<file path="src/rtl/phase5_writeback.sv">
// Writeback stage and architectural register file with per-register busy scoreboard.
// Latency: register write lands 1 clock after presentation; reads, bypass and stall are combinational.
// Backpressure: none accepted from writeback; decode is held via stall while a source register is busy.
//
// Ports:
//   clk, rst_n                 clock (rising edge), async active-low reset
//   MemtoReg/RegWrite/RegDst   writeback control: source select, enable, destination
//   mem_rdata/alu_result       candidate writeback values
//   ra_addr/rb_addr            decode read addresses; ra_use/rb_use mark them as needed
//   busy_set/busy_set_addr     decode issued a producer for that register
//   ra_data/rb_data            bypassed read data
//   stall                      decode must hold this cycle
//   wb_valid_q/wb_data_q       registered record of last cycle's write
module phase5_writeback #(
  parameter int DATA_W = 16,
  parameter int NREG   = 8,
  localparam int AW    = $clog2(NREG)
) (
  input  logic              clk,
  input  logic              rst_n,
  input  logic              MemtoReg,
  input  logic              RegWrite,
  input  logic [AW-1:0]     RegDst,
  input  logic [DATA_W-1:0] mem_rdata,
  input  logic [DATA_W-1:0] alu_result,
  input  logic [AW-1:0]     ra_addr,
  input  logic [AW-1:0]     rb_addr,
  input  logic              ra_use,
  input  logic              rb_use,
  input  logic              busy_set,
  input  logic [AW-1:0]     busy_set_addr,
  output logic [DATA_W-1:0] ra_data,
  output logic [DATA_W-1:0] rb_data,
  output logic              stall,
  output logic              wb_valid_q,
  output logic [DATA_W-1:0] wb_data_q
);

  logic [DATA_W-1:0] regs [NREG];
  logic [NREG-1:0]   busy;
  logic [NREG-1:0]   setVec;
  logic [NREG-1:0]   clrVec;
  logic [DATA_W-1:0] wbData;
  logic              hitA;
  logic              hitB;

  assign wbData = MemtoReg ? mem_rdata : alu_result;

  // A write being presented this cycle is forwarded straight to decode.
  assign hitA = RegWrite && (RegDst == ra_addr);
  assign hitB = RegWrite && (RegDst == rb_addr);

  assign ra_data = hitA ? wbData : regs[ra_addr];
  assign rb_data = hitB ? wbData : regs[rb_addr];

  // A busy source whose producer is writing back right now is served by the bypass.
  assign stall = (ra_use && busy[ra_addr] && !hitA) ||
                 (rb_use && busy[rb_addr] && !hitB);

  always_comb begin
    setVec = '0;
    clrVec = '0;
    for (int i = 0; i < NREG; i++) begin
      setVec[i] = busy_set && (busy_set_addr == AW'(i));
      clrVec[i] = RegWrite && (RegDst == AW'(i));
    end
  end

  // Set has priority over clear: an issue in the same cycle as a writeback
  // to that register means a newer producer is now in flight.
  always_ff @(posedge clk or negedge rst_n) begin
    if (!rst_n) begin
      busy <= '0;
    end else begin
      busy <= setVec | (busy & ~clrVec);
    end
  end

  always_ff @(posedge clk or negedge rst_n) begin
    if (!rst_n) begin
      for (int i = 0; i < NREG; i++) begin
        regs[i] <= '0;
      end
    end else if (RegWrite) begin
      regs[RegDst] <= wbData;
    end
  end

  always_ff @(posedge clk or negedge rst_n) begin
    if (!rst_n) begin
      wb_valid_q <= 1'b0;
      wb_data_q  <= '0;
    end else begin
      wb_valid_q <= RegWrite;
      if (RegWrite) begin
        wb_data_q <= wbData;
      end
    end
  end

endmodule
</file>
<file path="config.mk">
export PLATFORM = sky130hd
export DESIGN_NAME = phase5_writeback
export DESIGN_NICKNAME = d
export VERILOG_FILES = /design/src/rtl/phase5_writeback.sv
export SDC_FILE = /design/constraint.sdc
export NUM_CORES = 1
export LEC_CHECK = 0
export ABC_AREA = 1
export BUFFER_PORTS_ARGS = -buffer_cell sky130_fd_sc_hd__clkbuf_2
export CAP_MARGIN = 10
export CORE_UTILIZATION = 25
export DETAILED_ROUTE_END_ITERATION = 6
export GPL_ROUTABILITY_DRIVEN = 1
export PLACE_DENSITY = 0.5
export SETUP_SLACK_MARGIN = 0.15
export SLEW_MARGIN = 20
export SYNTH_ARGS = -nofsm -noshare
export SYNTH_HDL_FRONTEND = slang
export SYNTH_SLANG_ARGS = --single-unit
</file>
<file path="constraint.sdc">
create_clock -name clk -period 1.8 [get_ports clk]
set_input_delay 0.27 -clock clk [delete_from_list [all_inputs] [get_ports clk]]
set_output_delay 0.27 -clock clk [all_outputs]
set_load 0.02 [all_outputs]
</file>
==> metrics.txt, run 1 <==
initial antenna violation count 0; Post-DP HPWL 23100 microns; placed cell count 1873; Comb pwr share 32.2%; DR top layer met4; routed wl met3 2410 microns; CP arrival 1.49 ns; Levels on crit path 5; area grow syn2layout 33.2%; Lkg Pwr 5.85 nW; Yosys reg bits 153; chip height 193 microns; hold slack 0.125 ns; CP top delay family flip-flops; Starting Density 25.5%; area of the multi-input gates 0.00479 sq mm; Final Util 33.9%; WP buf/inv 1; worst vdd ir 718 uV; core area 0.0357 sq mm; final worst-path cycle share 97.7%; DIE AREA 0.0372 sq mm; Cell variety after synth 19; DRC violations left 4; WP data required 1.53 ns; met2 wire len 16000 microns; Sequential Power Share 37.7%; drt total wl 35300 microns; outcome complete, but fails checks; port bufs 100; maximum clock insertion buffer count 2; width of the die 193 microns; max cap viols 0; NetSw 4.23 mW; Clock Skew 0 ns; post-place setup slack 0.0106 ns; I/O Pins 101; total CTS buffers 17; Wirelength per Cell 18.3 microns; # setup viols final 0; class of the most critical setup path reg2out; syn_nets 1395; Syn Std Cell Area 0.00911 sq mm; Ys Warns 0; Max Slew Vio Count 0; clk sinks 153; fillers 3877; CP Cell Sequence o211ai_1 > nand3_1 > nand3_2 > nand2_4 > buf_8; Synth top area share 42.0%; max_slew headroom 74.7%; Hold Crit Class in2reg; Vias 9359; min Tclk post-route 1.76 ns; layout cells sized above 1 31.9%; CTS clock-pin slew for the worst setup and hold paths 0.07 ns; FP Rows 69; Worst-Skew Late Latency 0.44 ns; clock share of power 30.1%; met1 WL 16100 microns; Worst-Margin Slew 0.378 ns; Tot GR Track Use 19.1%; Finished Layout Cells 1933; gr ovfl total 0; Final #Nets 1510; Gate Count Post-Synth 1344; worst flop-to-flop path startpoint regs[99]$_DFFE_PN0P_; H-tree levels 4; root buf cell clkbuf_16; Storage cell area 0.00383 sq mm; GPL Wtd Cong 0.845; RSZ-0062 raised after global routing yes; DR iter-0 viols 737; P_int 7.62 mW; Switching Share 35.7%; Setup crit start regs[115]$_DFFE_PN0P_; Synth area leader dfrtp_1; crit path capture rb_data[3]; most frequent cells in the layout nand2_1 (495), nand3_1 (157), dfrtp_1 (153); CP Capture Type primary output; CP peak stage delay 0.40 ns; Cell Pwr Density 976 mW/mm^2; Final Hold Vio Count 0; first-pass GRT wire length 52700 microns; most common cell after layout, fill and taps aside nand2_1; Slowest-stage cell, CP dfrtp_1; failing checks DRC; Crit Path Max Fanout 3; ranking of synthesized cells by area dfrtp_1 (42%), nand2_1 (22%), nand3_1 (12%); vias in the first global route 8715; Post-Syn Area per Cell 6.78 sq um; Avg Vias per Cell 4.84; number of cells on the worst reg-to-reg path 4; fmax 0.569 GHz; CTS tree done; n_diodes 0; r2r setup slk 0.96 ns; element type at the critical path start flop; DRT antenna net count 0; pin count of the biggest net entering global routing 61; post-synthesis sequential area ratio 42.0%; final setup margin 0.0414 ns; worst r2r dst regs[99]$_DFFE_PN0P_; Pre-antenna DRT Iters 7
-- synthesized netlist by cell type (all sizes together) --
cell type,n
o21ai,144
dfrtp,153
inv,132
o211ai,18
a21oi,2
clkbuf,33
nor2,14
nand3,220
mux2,16
buf,68
nand2,544
-- area by class of cell --
class                      instances  area share, %
multi-input combinational        958           39.5
sequential                       153           31.6
timing repair buffer             197           15.5
tap                              461           4.75
inverter                         132           4.10
clock buffer                      22           3.83
clock inverter                    10          0.784
-- worst min path at each step --
stage | slack, ns | cells past startpoint | startpoint | to
2_1_floorplan | -0.03 | 0 | rst_n | busy[0]$_DFF_PN0_
3_3_place_gp | 0.18 | 1 | rst_n | wb_data_q[15]$_DFFE_PN0P_
3_5_place_dp | 0.18 | 1 | rst_n | wb_data_q[15]$_DFFE_PN0P_
4_1_cts | 0.11 | 3 | busy_set_addr[0] | busy[7]$_DFF_PN0_
5_1_grt | 0.13 | 3 | busy_set_addr[0] | busy[3]$_DFF_PN0_
6_report | 0.13 | 3 | busy_set_addr[0] | busy[5]$_DFF_PN0_
-- power by group through the flow --
stage               Combinational (mW)  Clock, mW  Sequential (mW)
floorplan                         1.95          0             4.41
global placement                  3.05          0             4.42
detailed placement                3.09          0             4.43
CTS                               3.41       3.62             4.44
global route                      4.22       3.75             4.53
finish                            3.82       3.56             4.46
-- state kept, by name (all words and copies together) (netlist names) --
name	count
wb_valid_q	1
wb_data_q	16
busy	8
regs	128
-- worst reg2reg max path, cell delays in order (launching register included) --
cell,delay (ns)
dfrtp_1,0.34
inv_2,0.05
buf_4,0.12
buf_4,0.12
o21ai_0,0.14
-- layer usage --
layer | up-vias | track usage (%)
met3 | 47 | 3.55
met5 | - | 0
li1 | 4489 | -
met4 | 0 | 5.78
met2 | 344 | 29.7
met1 | 4479 | 26.5
-- per-stage QoR --
stage          power [mW]  area, sq um  setup TNS [ns]
2_1_floorplan        6.36         9110               0
3_3_place_gp         7.47        10500               0
3_5_place_dp         7.52        10500               0
4_1_cts              11.5        11500               0
5_1_grt              12.5        12100          -0.234
6_report             11.8        12100               0
-- repair_timing --
item / 4_1_cts / 5_1_grt
endpoints found under the hold margin: 28 / 0
gates cloned: 0 / 2
pin swaps: 43 / 92
endpoints found under the setup margin: 33 / 33
buffers inserted: 4 / 21
hold buffers: 1 / 0
gates resized for setup: 168 / 141
-- cell families (layout without fill, tap and decap cells) --
| logic type | count (synthesis) | in the layout | share of synthesized area [%] |
|---|---|---|---|
| mux | 16 | 16 | 1.98 |
| compound gates | 164 | 164 | 9.59 |
| simple gates | 778 | 778 | 35.5 |
| buf+inv | 233 | 361 | 10.9 |
| flops | 153 | 153 | 42.0 |
Power figures use the tool's default switching activity.
==> run 2: changes to the inputs <==
- CTS_BUF_LIST: not set -> sky130_fd_sc_hd__clkbuf_4 sky130_fd_sc_hd__clkbuf_8
- CTS_CLUSTER_DIAMETER: not set -> 40
==> run 2 against run 1 <==
  * The run ends with DRC, setup timing left
  * Critical endpoint unchanged
  * Power shrank 7.8%
  * Largest cell class unchanged
  * Flip-flop and latch count unchanged
  * First-iteration DRC count is 0.41% lower
  * Highest routed layer unchanged
  * Routed wire length down 1.9%
==> metrics.txt, run 2 (same netlist as run 1, synthesis figures left out) <==
HP Start busy_set_addr[0] (unchanged); Final #Nets 1504 (was 1510); Clock Skew 0 ns (unchanged); Wirelength per Cell 18.0 microns (was 18.3 microns); layout cells sized above 1 32.3% (was 31.9%); Setup crit start regs[115]$_DFFE_PN0P_ (unchanged); Starting Density 25.5% (unchanged); chip height 193 microns (unchanged); worst flop-to-flop path startpoint regs[99]$_DFFE_PN0P_ (unchanged); root buf cell clkbuf_8 (was clkbuf_16); outcome complete, but fails checks (unchanged); final setup margin -0.0143 ns (was 0.0414 ns); most common cell after layout, fill and taps aside nand2_1 (unchanged); Lkg Pwr 5.75 nW (was 5.85 nW); CP top delay family flip-flops (unchanged); clk sinks 153 (unchanged); final worst-path cycle share 101% (was 97.7%); Post-Route Setup TNS -0.0300 ns (was 0 ns); WP data required 1.53 ns (about the same); maximum clock insertion buffer count 2 (unchanged); Vias 9259 (was 9359); initial antenna violation count 0 (unchanged); width of the die 193 microns (unchanged); CP Cell Sequence o211ai_1 > nand3_1 > nand3_2 > nand2_4 > buf_8 (unchanged); I/O Pins 101 (unchanged); CTS tree done (unchanged); first-pass GRT wire length 52800 microns (was 52700 microns); CP Capture Type primary output (unchanged); DRT antenna net count 0 (unchanged); FP Rows 69 (unchanged); GPL Wtd Cong 0.845 (unchanged); pin count of the biggest net entering global routing 61 (unchanged); Final Hold Vio Count 0 (unchanged); worst vdd ir 482 uV (was 718 uV); WP buf/inv 1 (unchanged); failing checks DRC, setup timing (was DRC); CTS clock-pin slew for the worst setup and hold paths 0.09 ns (was 0.07 ns); area grow syn2layout 30.7% (was 33.2%); Avg Vias per Cell 4.80 (was 4.84); total chip power 10.9 mW (was 11.8 mW); r2r setup slk 0.96 ns (about the same); CP peak stage delay 0.41 ns (was 0.40 ns); Crit Path Max Fanout 3 (unchanged); fillers 3907 (was 3877); min Tclk post-route 1.81 ns (was 1.76 ns); # setup viols final 4 (was 0); RSZ-0062 raised after global routing yes (unchanged); most frequent cells in the layout nand2_1 (495), dfrtp_1 (153), nand3_1 (149) (was nand2_1 (495), nand3_1 (157), dfrtp_1 (153)); top flop regs regs x128, wb_data_q x16, busy x8 (unchanged); Worst-Margin Slew 0.380 ns (was 0.378 ns); fmax 0.551 GHz (was 0.569 GHz); element type at the critical path start flop (unchanged); number of cells on the worst reg-to-reg path 4 (unchanged); Cell Pwr Density 917 mW/mm^2 (was 976 mW/mm^2); Reg with most FFs regs (unchanged); Post-DP HPWL 23100 microns (unchanged); DRC violations left 4 (unchanged); n_diodes 0 (unchanged); DR iter-0 viols 734 (was 737); CP arrival 1.54 ns (was 1.49 ns); DIE AREA 0.0372 sq mm (unchanged); post-place setup slack 0.0106 ns (unchanged); max cap viols 0 (unchanged); Final Util 33.3% (was 33.9%); number of flip-flops in the largest register 128 (unchanged); Pre-antenna DRT Iters 7 (unchanged); gr ovfl total 0 (unchanged); Max Slew Vio Count 0 (unchanged); Hold Crit Class in2reg (unchanged); vias in the first global route 8675 (was 8715); worst r2r dst regs[99]$_DFFE_PN0P_ (unchanged); total CTS buffers 17 (unchanged); max_slew headroom 74.6% (was 74.7%); H-tree levels 4 (unchanged); Hold Crit Depth 3 (unchanged); drt total wl 34700 microns (was 35300 microns); Worst-Skew Late Latency 0.47 ns (was 0.44 ns); core area 0.0357 sq mm (unchanged); class of the most critical setup path reg2out (unchanged); Tot GR Track Use 19.0% (was 19.1%); Slowest-stage cell, CP dfrtp_1 (unchanged); Hold Path Sink busy[7]$_DFF_PN0_ (was busy[5]$_DFF_PN0_); port bufs 100 (unchanged)
==> run 2: cell types whose count changed in the layout (fill, tap and decap cells not counted), sizes merged <==
| cell | previous run | this run |
|---|---|---|
| clkbuf | 96 | 98 |
| buf | 122 | 114 |
==> run 2: through the flow <==
stage,instance area [sq um],hold slack (ns),std cells
after floorplan,9110,-0.0256,1344
after global placement,10500,0.179,1873
after detailed placement,10500,0.184,1873
after CTS,11400,0.0593,1911
after global routing,11900,0.0860,1927
final,11900,0.0877,1927
==> run 2: worst max-delay path by stage <==
| stage | slack (ns) | cells past startpoint | endpoint |
|---|---|---|---|
| 2_1_floorplan | 0.26 | 9 | ra_data[10] |
| 3_3_place_gp | 0.03 | 6 | regs[10]$_DFFE_PN0P_ |
| 3_5_place_dp | 0.01 | 6 | regs[0]$_DFFE_PN0P_ |
| 4_1_cts | -0.03 | 7 | rb_data[3] |
| 5_1_grt | -0.10 | 5 | rb_data[3] |
| 6_report | -0.01 | 5 | rb_data[3] |
==> run 2: where the power goes <==
part / leakage, nW / internal, mW / switching, mW / total (mW)
Sequential: 1.87 / 4.12 / 0.332 / 4.45
Combinational: 3.70 / 1.49 / 2.29 / 3.78
Clock: 0.182 / 1.21 / 1.48 / 2.69
==> run 2: timing repair <==
action	CTS	global route
pin swaps	56	100
endpoints found under the setup margin	33	33
hold buffers	1	0
hold endpoints to repair	28	0
buffers inserted	5	16
resized for setup	177	134
==> run 2: final cells by class <==
type                       count  area, sq um  share of cell area [%]
clock buffer                  22          284                    2.38
tap                          461          577                    4.84
clock inverter                10         95.1                   0.798
sequential                   153         3830                    32.1
multi-input combinational    958         4820                    40.5
inverter                     132          495                    4.16
timing repair buffer         191         1810                    15.2
==> run 2: metal layers <==
metal	up-vias	part of all wire [%]	track usage, %
li1	4472	-	-
met1	4451	46	26.9
met2	300	46	29.7
met3	36	5.9	2.82
met4	0	1.7	5.45
met5	-	0	0
==> run 2: worst register-to-register path: cells and delay by family (launching register included) <==
| kind | cells | cell delay, ns |
|---|---|---|
| buf+inv | 3 | 0.29 |
| flops | 1 | 0.35 |
| compound gates | 1 | 0.14 |
